<file path="src/rtl/fc_sequencer.sv">
// Fully-connected layer sequencer: one MAC per cycle over a row-major weight memory.
// Define FC_RELU_EN to clamp negative neuron results to zero before they are registered.
module fc_sequencer #(
    parameter int WIDTH      = 32,
    parameter int FRAC_BITS  = 16,
    parameter int IN_LENGTH  = 16,
    parameter int OUT_LENGTH = 16
) (
    input  logic                                  clk,
    input  logic                                  rst_n,
    input  logic                                  start,
    output logic                                  busy,
    output logic                                  done,
    output logic [$clog2(IN_LENGTH)-1:0]          in_addr,
    input  logic signed [WIDTH-1:0]               in_data,
    output logic [$clog2(OUT_LENGTH*IN_LENGTH)-1:0] w_addr,
    input  logic signed [WIDTH-1:0]               w_data,
    output logic [$clog2(OUT_LENGTH)-1:0]         b_addr,
    input  logic signed [WIDTH-1:0]               b_data,
    output logic                                  out_valid,
    input  logic                                  out_ready,
    output logic [$clog2(OUT_LENGTH)-1:0]         out_idx,
    output logic signed [WIDTH-1:0]               out_data
);

    localparam int IW = $clog2(IN_LENGTH);
    localparam int OW = $clog2(OUT_LENGTH);
    localparam int WW = $clog2(OUT_LENGTH * IN_LENGTH);
    localparam int PW = 2 * WIDTH;
    localparam int AW = 2 * WIDTH + IW + 1;
    localparam logic [IW-1:0] K_LAST = IW'(IN_LENGTH - 1);
    localparam logic [OW-1:0] O_LAST = OW'(OUT_LENGTH - 1);

    typedef enum logic [2:0] {IDLE, LOAD, MAC, OUT, DONE} state_t;

    state_t                state, state_next;
    logic [OW-1:0]         o_cnt;
    logic [IW-1:0]         k_cnt;
    logic signed [AW-1:0]  acc, acc_next, shifted;
    logic signed [PW-1:0]  prod;
    logic [WIDTH-1:0]      sat;
    logic [WIDTH-1:0]      result;
    logic [WW-1:0]         o_base;
    logic [IW-1:0]         in_addr_q;
    logic [WW-1:0]         w_addr_q;
    logic [OW-1:0]         b_addr_q;

    // Address registers shadow whatever was driven last so the ports hold outside LOAD/MAC.
    always_ff @(posedge clk) begin
        if (!rst_n) begin
            state     <= IDLE;
            o_cnt     <= '0;
            k_cnt     <= '0;
            acc       <= '0;
            in_addr_q <= '0;
            w_addr_q  <= '0;
            b_addr_q  <= '0;
            out_data  <= '0;
            out_idx   <= '0;
        end else begin
            state     <= state_next;
            in_addr_q <= in_addr;
            w_addr_q  <= w_addr;
            b_addr_q  <= b_addr;
            case (state)
                IDLE: if (start) o_cnt <= '0;
                LOAD: k_cnt <= '0;
                MAC: begin
                    acc   <= acc_next;
                    k_cnt <= k_cnt + IW'(1);
                    if (k_cnt == K_LAST) begin
                        out_data <= result;
                        out_idx  <= o_cnt;
                    end
                end
                OUT: if (out_ready && o_cnt != O_LAST) o_cnt <= o_cnt + OW'(1);
                default: ;
            endcase
        end
    end

    // The last product is folded in combinationally so the result registers as MAC ends.
    always_comb begin
        prod     = PW'(in_data) * PW'(w_data);
        acc_next = acc + AW'(prod);
        if (k_cnt == '0)
            acc_next = (AW'(b_data) <<< FRAC_BITS) + AW'(prod);
        shifted = acc_next >>> FRAC_BITS;
        if ((&shifted[AW-1:WIDTH-1]) || !(|shifted[AW-1:WIDTH-1]))
            sat = shifted[WIDTH-1:0];
        else if (shifted[AW-1])
            sat = {1'b1, {(WIDTH-1){1'b0}}};
        else
            sat = {1'b0, {(WIDTH-1){1'b1}}};
`ifdef FC_RELU_EN
        result = sat[WIDTH-1] ? '0 : sat;
`else
        result = sat;
`endif
    end

    always_comb begin
        state_next = state;
        busy       = (state != IDLE);
        done       = 1'b0;
        out_valid  = 1'b0;
        in_addr    = in_addr_q;
        w_addr     = w_addr_q;
        b_addr     = b_addr_q;
        o_base     = WW'(o_cnt) * WW'(IN_LENGTH);
        case (state)
            IDLE: if (start) state_next = LOAD;
            LOAD: begin
                in_addr    = '0;
                w_addr     = o_base;
                b_addr     = o_cnt;
                state_next = MAC;
            end
            MAC: begin
                if (k_cnt == K_LAST) begin
                    state_next = OUT;
                end else begin
                    in_addr = k_cnt + IW'(1);
                    w_addr  = o_base + WW'(k_cnt) + WW'(1);
                end
            end
            OUT: begin
                out_valid = 1'b1;
                if (out_ready)
                    state_next = (o_cnt == O_LAST) ? DONE : LOAD;
            end
            DONE: begin
                done       = 1'b1;
                state_next = IDLE;
            end
            default: state_next = IDLE;
        endcase
    end

endmodule

</file>
<file path="config.mk">
export PLATFORM = sky130hd
export DESIGN_NAME = fc_sequencer
export DESIGN_NICKNAME = d
export VERILOG_FILES = /design/src/rtl/fc_sequencer.sv
export SDC_FILE = /design/constraint.sdc
export NUM_CORES = 2
export LEC_CHECK = 0
export CAP_MARGIN = 25
export CORE_MARGIN = 3
export CORE_UTILIZATION = 55
export DETAILED_ROUTE_END_ITERATION = 12
export GPL_TIMING_DRIVEN = 1
export PLACE_DENSITY_LB_ADDON = 0.15
export SLEW_MARGIN = 10
export SYNTH_ARGS = -nofsm -noshare
export SYNTH_HDL_FRONTEND = slang
export SYNTH_SLANG_ARGS = --single-unit
</file>
<file path="constraint.sdc">
create_clock -name clk -period 11.78 [get_ports clk]
set_input_delay 1.767 -clock clk [delete_from_list [all_inputs] [get_ports clk]]
set_output_delay 1.767 -clock clk [all_outputs]
set_load 0.1 [all_outputs]
</file>
# [After elaboration in Yosys (flattened, before gate mapping)]
# Cells that the tools add are included.
[word_totals] elab_cells=59 reg_bits=132 out_inout_bits=55
[classes] n_addsub=6 n_eq_ne=11 muxes=19 n_mul=1 n_reduce_logical=13
[op_table] cell="$add 69x64->69" count=1
[op_table] cell="$mux 69" count=1
[op_table] cell="$add 48x64->65" count=1
[op_table] cell="$mul 32x32->64" count=1
[op_table] cell="$mux 32" count=2
[op_table] cell="$pmux 4 s2" count=3
[op_table] cell="$reduce_and 22->1" count=1
[op_table] cell="$reduce_or 22->1" count=1
[op_table] cell="$mux 4" count=4
[op_table] cell="$pmux 8 s2" count=1
[op_table] cell="$mux 3" count=4
[op_table] cell="$pmux 3 s4" count=1
[op_table] cell="$add 4x1->4 const B" count=2
[op_table] cell="$add 8x1->8 const B" count=1
[op_table] cell="$add 8x4->8" count=1
[op_table] cell="$eq 4x4->1 const B" count=2
[op_table] cell="$mux 8" count=1
[op_table] cell="$ne 2x2->1 const B" count=4
[op_table] cell="$eq 3x2->1 const B" count=2
[op_table] cell="$reduce_and 3->1" count=2
[op_table] cell="$logic_not 4->1" count=1
[op_table] cell="$ne 4x4->1 const B" count=1
[op_table] cell="$reduce_bool 2->1" count=2
[op_table] cell="$eq 3x1->1 const B" count=1
[op_table] cell="8 further kinds" count=9

# [Longest topological paths before layout]
[depth] ltp_word=7 mapped_depth=46 ltp_nobuf=43

# [Worst setup path after synthesis]
# Ideal clock, no wire load.
[synth_path] kind="input port to flip-flop" start="input port w_data[8]" end="register out_data[22]" required_ns=11.653 setup_time_ns=0.127 path_stages=44 arrival_ns=11.896 path_slack_ns=-0.243 cell_sequence="clkbuf_1 -> nand2_1 -> fa_1 -> inv_1 -> fa_1 -> fa_1 -> inv_1 -> fa_1 -> inv_1 -> fa_1 -> inv_1 -> fa_1 -> inv_1 -> fa_1 -> fa_1 -> ha_1 -> a21o_1 -> a21o_1 -> (+8 left out) -> a21o_1 -> a21oi_1 -> xnor2_1 -> ha_1 -> nand3_1 -> nor3_1 -> nand4_1 -> a2111oi_4 -> nor3_2 -> o41ai_2 -> xnor2_1 -> o22ai_1 -> nor2_1 -> nor3b_2 -> nand4_1 -> nor4_4 -> buf_6 -> o32ai_2"
[synth_via] elab_chain_cells=7
[synth_rtl] item="start, declared" line_no="17" text="input logic signed [WIDTH-1:0] w_data,"
[synth_rtl] item="$mul 32x32->64 (*)" line_no="84" text="prod = PW'(in_data) * PW'(w_data);"
[synth_rtl] item="$add 69x64->69 / $add 48x64->65 (equally long branches)" line_no="85, 87"
[synth_rtl] item="$mux 69 (*)" line_no="86" text="if (k_cnt == '0)"
[synth_rtl] item="$reduce_or 22->1" line_no="89" text="if ((&shifted[AW-1:WIDTH-1]) || !(|shifted[AW-1:WIDTH-1]))"
[synth_rtl] item="$logic_not 1->1" line_no="89"
[synth_rtl] item="$logic_or 1x1->1" line_no="89"
[synth_rtl] item="$mux 32 (*)" line_no="89"
[synth_rtl] item="end signal, assigned" line_no="72" text="out_data <= result;"
[synth_rtl] item="end, declared" line_no="23" text="output logic signed [WIDTH-1:0] out_data"
# Mark *: on every way between the ends. The rest lies on a longest branch, timed or not.
# A chain may end at the register's enable or synchronous reset.

# [Worst setup path in the final report]
[layout_path] start="input port in_data[11]" end="register out_data[30]"
[layout_via] elab_chain_cells=7
[layout_rtl] item="start, declared" line_no="15" text="input logic signed [WIDTH-1:0] in_data,"
[layout_rtl] item="$mul 32x32->64 (*)" line_no="84"
[layout_rtl] item="$add 69x64->69 / $add 48x64->65 (equally long branches)" line_no="85, 87"
[layout_rtl] item="$mux 69 (*)" line_no="86"
[layout_rtl] item="$reduce_or 22->1" line_no="89"
[layout_rtl] item="$logic_not 1->1" line_no="89"
[layout_rtl] item="$logic_or 1x1->1" line_no="89"
[layout_rtl] item="$mux 32 (*)" line_no="89"
# Marks and branches as above.

==> summary.txt <==
Global routing
  • Vias in the first global route: 45,000
  • First-pass GRT wire length: 243 mm
  • GR Util met1: 0.436
  • Met2 Usage GRT: 0.564
  • Initial antenna violation count: 1
  • Largest net degree at the start of global routing: 62
  • Met3 Use GR: 0.0445
  • Gr usage total: 0.329
  • Total grt overflow: 0
  • Most used routing layer: met2

Finish
  • Layout area overhead: 29.0%
  • Final #Nets: 7,978
  • Share of layout cells above drive strength 1: 0.240
  • Fin util: 0.721

STA
  • RSZ-0062 raised after global routing: true
  • Crit path time final: 12.20 ns
  • Final Max Tran Viols: 0
  • Clock Skews: 0.0243 ns
  • Fmax: 82.0 MHz
  • Final hold vios: 0
  • Tcrit/Tclk final: 1.04
  • Endpoints failing setup: 32
  • Slew margin rel.: 0.321
  • Slew of the pin with the lowest slew margin: 1.02 ns
  • Final WS setup: -0.420 ns

Route
  • DR vias: 42,600
  • Drt pass-1 iters: 7
  • First DRT Iteration DRCs: 3,122
  • ANT nets after route: 0
  • WL/cell: 20.0 um
  • Vias/cell: 5.57
  • DRC viols: 0
  • Final wirelength: 153 mm

Die
  • FP Rows: 108
  • Die X: 304 um
  • Ports: 155
  • Die Y: 304 um
  • Core area: 87,400 um2
  • Die area: 92,400 um2
  • Initial Utilization: 0.558

Yosys
  • Top_reg_cell synth: dfxtp_1
  • Synth warn: 0
  • Synthesized Nets: 7,030
  • Cell Area, Synth: 48,800 um2
  • Most frequent cell after synthesis: fa_1
  • Synthesized area per cell: 8.82 um2
  • Share of the synthesized area in the top cell type: 0.444
  • Post-synth EDFFs: 0
  • Ranking of synthesized cells by area: fa_1 44%, ha_1 8.0%, inv_1 7.5%
  • Yosys cell types: 99
  • FFs w/ async S/R, synth: 0
  • Seq cells post-synth: 132
  • Synth area leader: fa_1
  • Seq/Total Area, Yosys: 0.0541
  • Mapped Cells: 5,535
  • Synth cell count leaders: 1,084 x fa_1, 981 x inv_1, 695 x nand2_1

Clock network
  • Clock Tree Buf Depth: 2
  • Num CTS Buffers: 17
  • CTS clk-pin slew, worst paths: 0.07 ns
  • CTS Hold Bufs: 0
  • CTS Sinks: 132
  • CTS tree: yes
  • Root Driver: clkbuf_16
  • H-tree depth: 4
  • Skew-Pair Late Insertion Delay: 0.47 ns

Critical path
  • Arr. time, crit path: 12.56 ns
  • Setup CP Type: input port to flop
  • Worst Path Max Fanout: 8
  • Crit start category: input port
  • CP Data Required Time: 12.14 ns
  • Max incr delay on CP: 0.60 ns
  • Worst Setup End Kind: flop
  • Slowest CP cell: fa_2
  • Critical Path Most Common Cell: fa_1

Outcome
  • Failing checks: setup timing
  • Outcome: finished, violations left

Flow run
  • Max cap viols: 0

Min path
  • Hold Path Class: flop to flop

Placement
  • Number of I/O port buffers: 154
  • Dpl hpwl: 122 mm
  • GPL Wtd Cong: 0.963
==> sequential cells by signal, indices dropped and copies added, names as in the netlist <==
signal and flops:
out_data 32, o_cnt 4, k_cnt 4, state 3, b_addr_q 4, out_idx 4, w_addr_q 8, acc 69
in_addr_q 4
==> path summary, 6_finish.rpt <==
| path | cells after the start | startpoint | endpoint | slack [ns] |
|---|---|---|---|---|
| worst max-delay path | 50 | in_data[11] | out_data[30] | -0.42 |
| worst min-delay path | 2 | acc[47] | acc[47] | 0.46 |
| worst max register to register | 17 | acc[0] | out_data[30] | 7.14 |
| worst min register to register | 2 | acc[47] | acc[47] | 0.46 |
==> stage by stage <==
stage | TNS, ns | hold slack [ns] | cells | instance area [um2] | setup WS [ns]
global route | -21.91 | 0.476 | 7651 | 63000 | -0.766
global placement | -67.21 | 0.446 | 7457 | 58200 | -1.55
detailed placement | -72.68 | 0.452 | 7457 | 58200 | -1.65
floorplan | 0 | 0.436 | 5535 | 48900 | 0.00995
CTS | -12.12 | 0.462 | 7605 | 61600 | -0.447
finish | -11.17 | 0.462 | 7653 | 63000 | -0.420
==> cell type report <==
class                   count  area [um2]
fillers                  6563       24400
flip-flops and latches    132        2640
multi-input cells        4123       43300
clock buffers              17         425
clock inverters            15         180
well taps                1155        1450
inverters                 981        3680
diodes                      2        5.00
repair buffers           1228       11300
==> cells by family (layout without fill, tap and decap cells) <==
logic type	after synthesis	after routing	synth area share
flops	132	132	0.0541
simple gates	1761	1761	0.178
fa+ha+maj	1395	1395	0.524
xor+xnor	161	161	0.0292
other cells	0	2	0
buf+inv	1280	2241	0.101
mux	12	12	0.00261
compound gates	794	794	0.111
==> routing by layer <==
metal  routed length, um  part of all wire
met1               59600              0.39
met2               76100              0.50
met3               11400             0.074
met4                5920             0.039
met5                   0                 0
==> layout by cell type (no fill, tap or decap), types with 55 or more instances in the layout <==
| cell | Yosys | routed |
|---|---|---|
| o21ai_0 | 168 | 139 |
| dfxtp_1 | 132 | 132 |
| buf_4 | 11 | 899 |
| fa_1 | 1084 | 1026 |
| buf_6 | 7 | 73 |
| nand2_1 | 695 | 678 |
| clkdlybuf4s50_1 | 0 | 99 |
| xnor2_1 | 109 | 95 |
| buf_12 | 0 | 79 |
| a21o_1 | 85 | 85 |
| a21oi_1 | 243 | 195 |
| and2_1 | 537 | 502 |
| nor2_1 | 232 | 221 |
| fa_2 | 0 | 58 |
| nand2b_1 | 57 | 55 |
| ha_1 | 311 | 268 |
| inv_1 | 981 | 956 |
==> worst max-delay path: cells and delay by family <==
family | cells | cell delay, ns
AOI/OAI and AO/OA | 14 | 2.50
xor gates and xnor gates | 2 | 0.19
adders and majority gates | 10 | 4.37
buffers and inverters | 14 | 1.86
and+or+nand+nor | 10 | 1.87
==> timing repair <==
item	4_1_cts	5_1_grt
buffers inserted	99	43
setup endpoints to repair	59	54
resized for setup	432	297
gates cloned	18	9
pin swaps	140	209
Power is left out: the tool's default activity adds up to more than one toggle a clock period on the data nets, which glitch-free logic cannot reach.
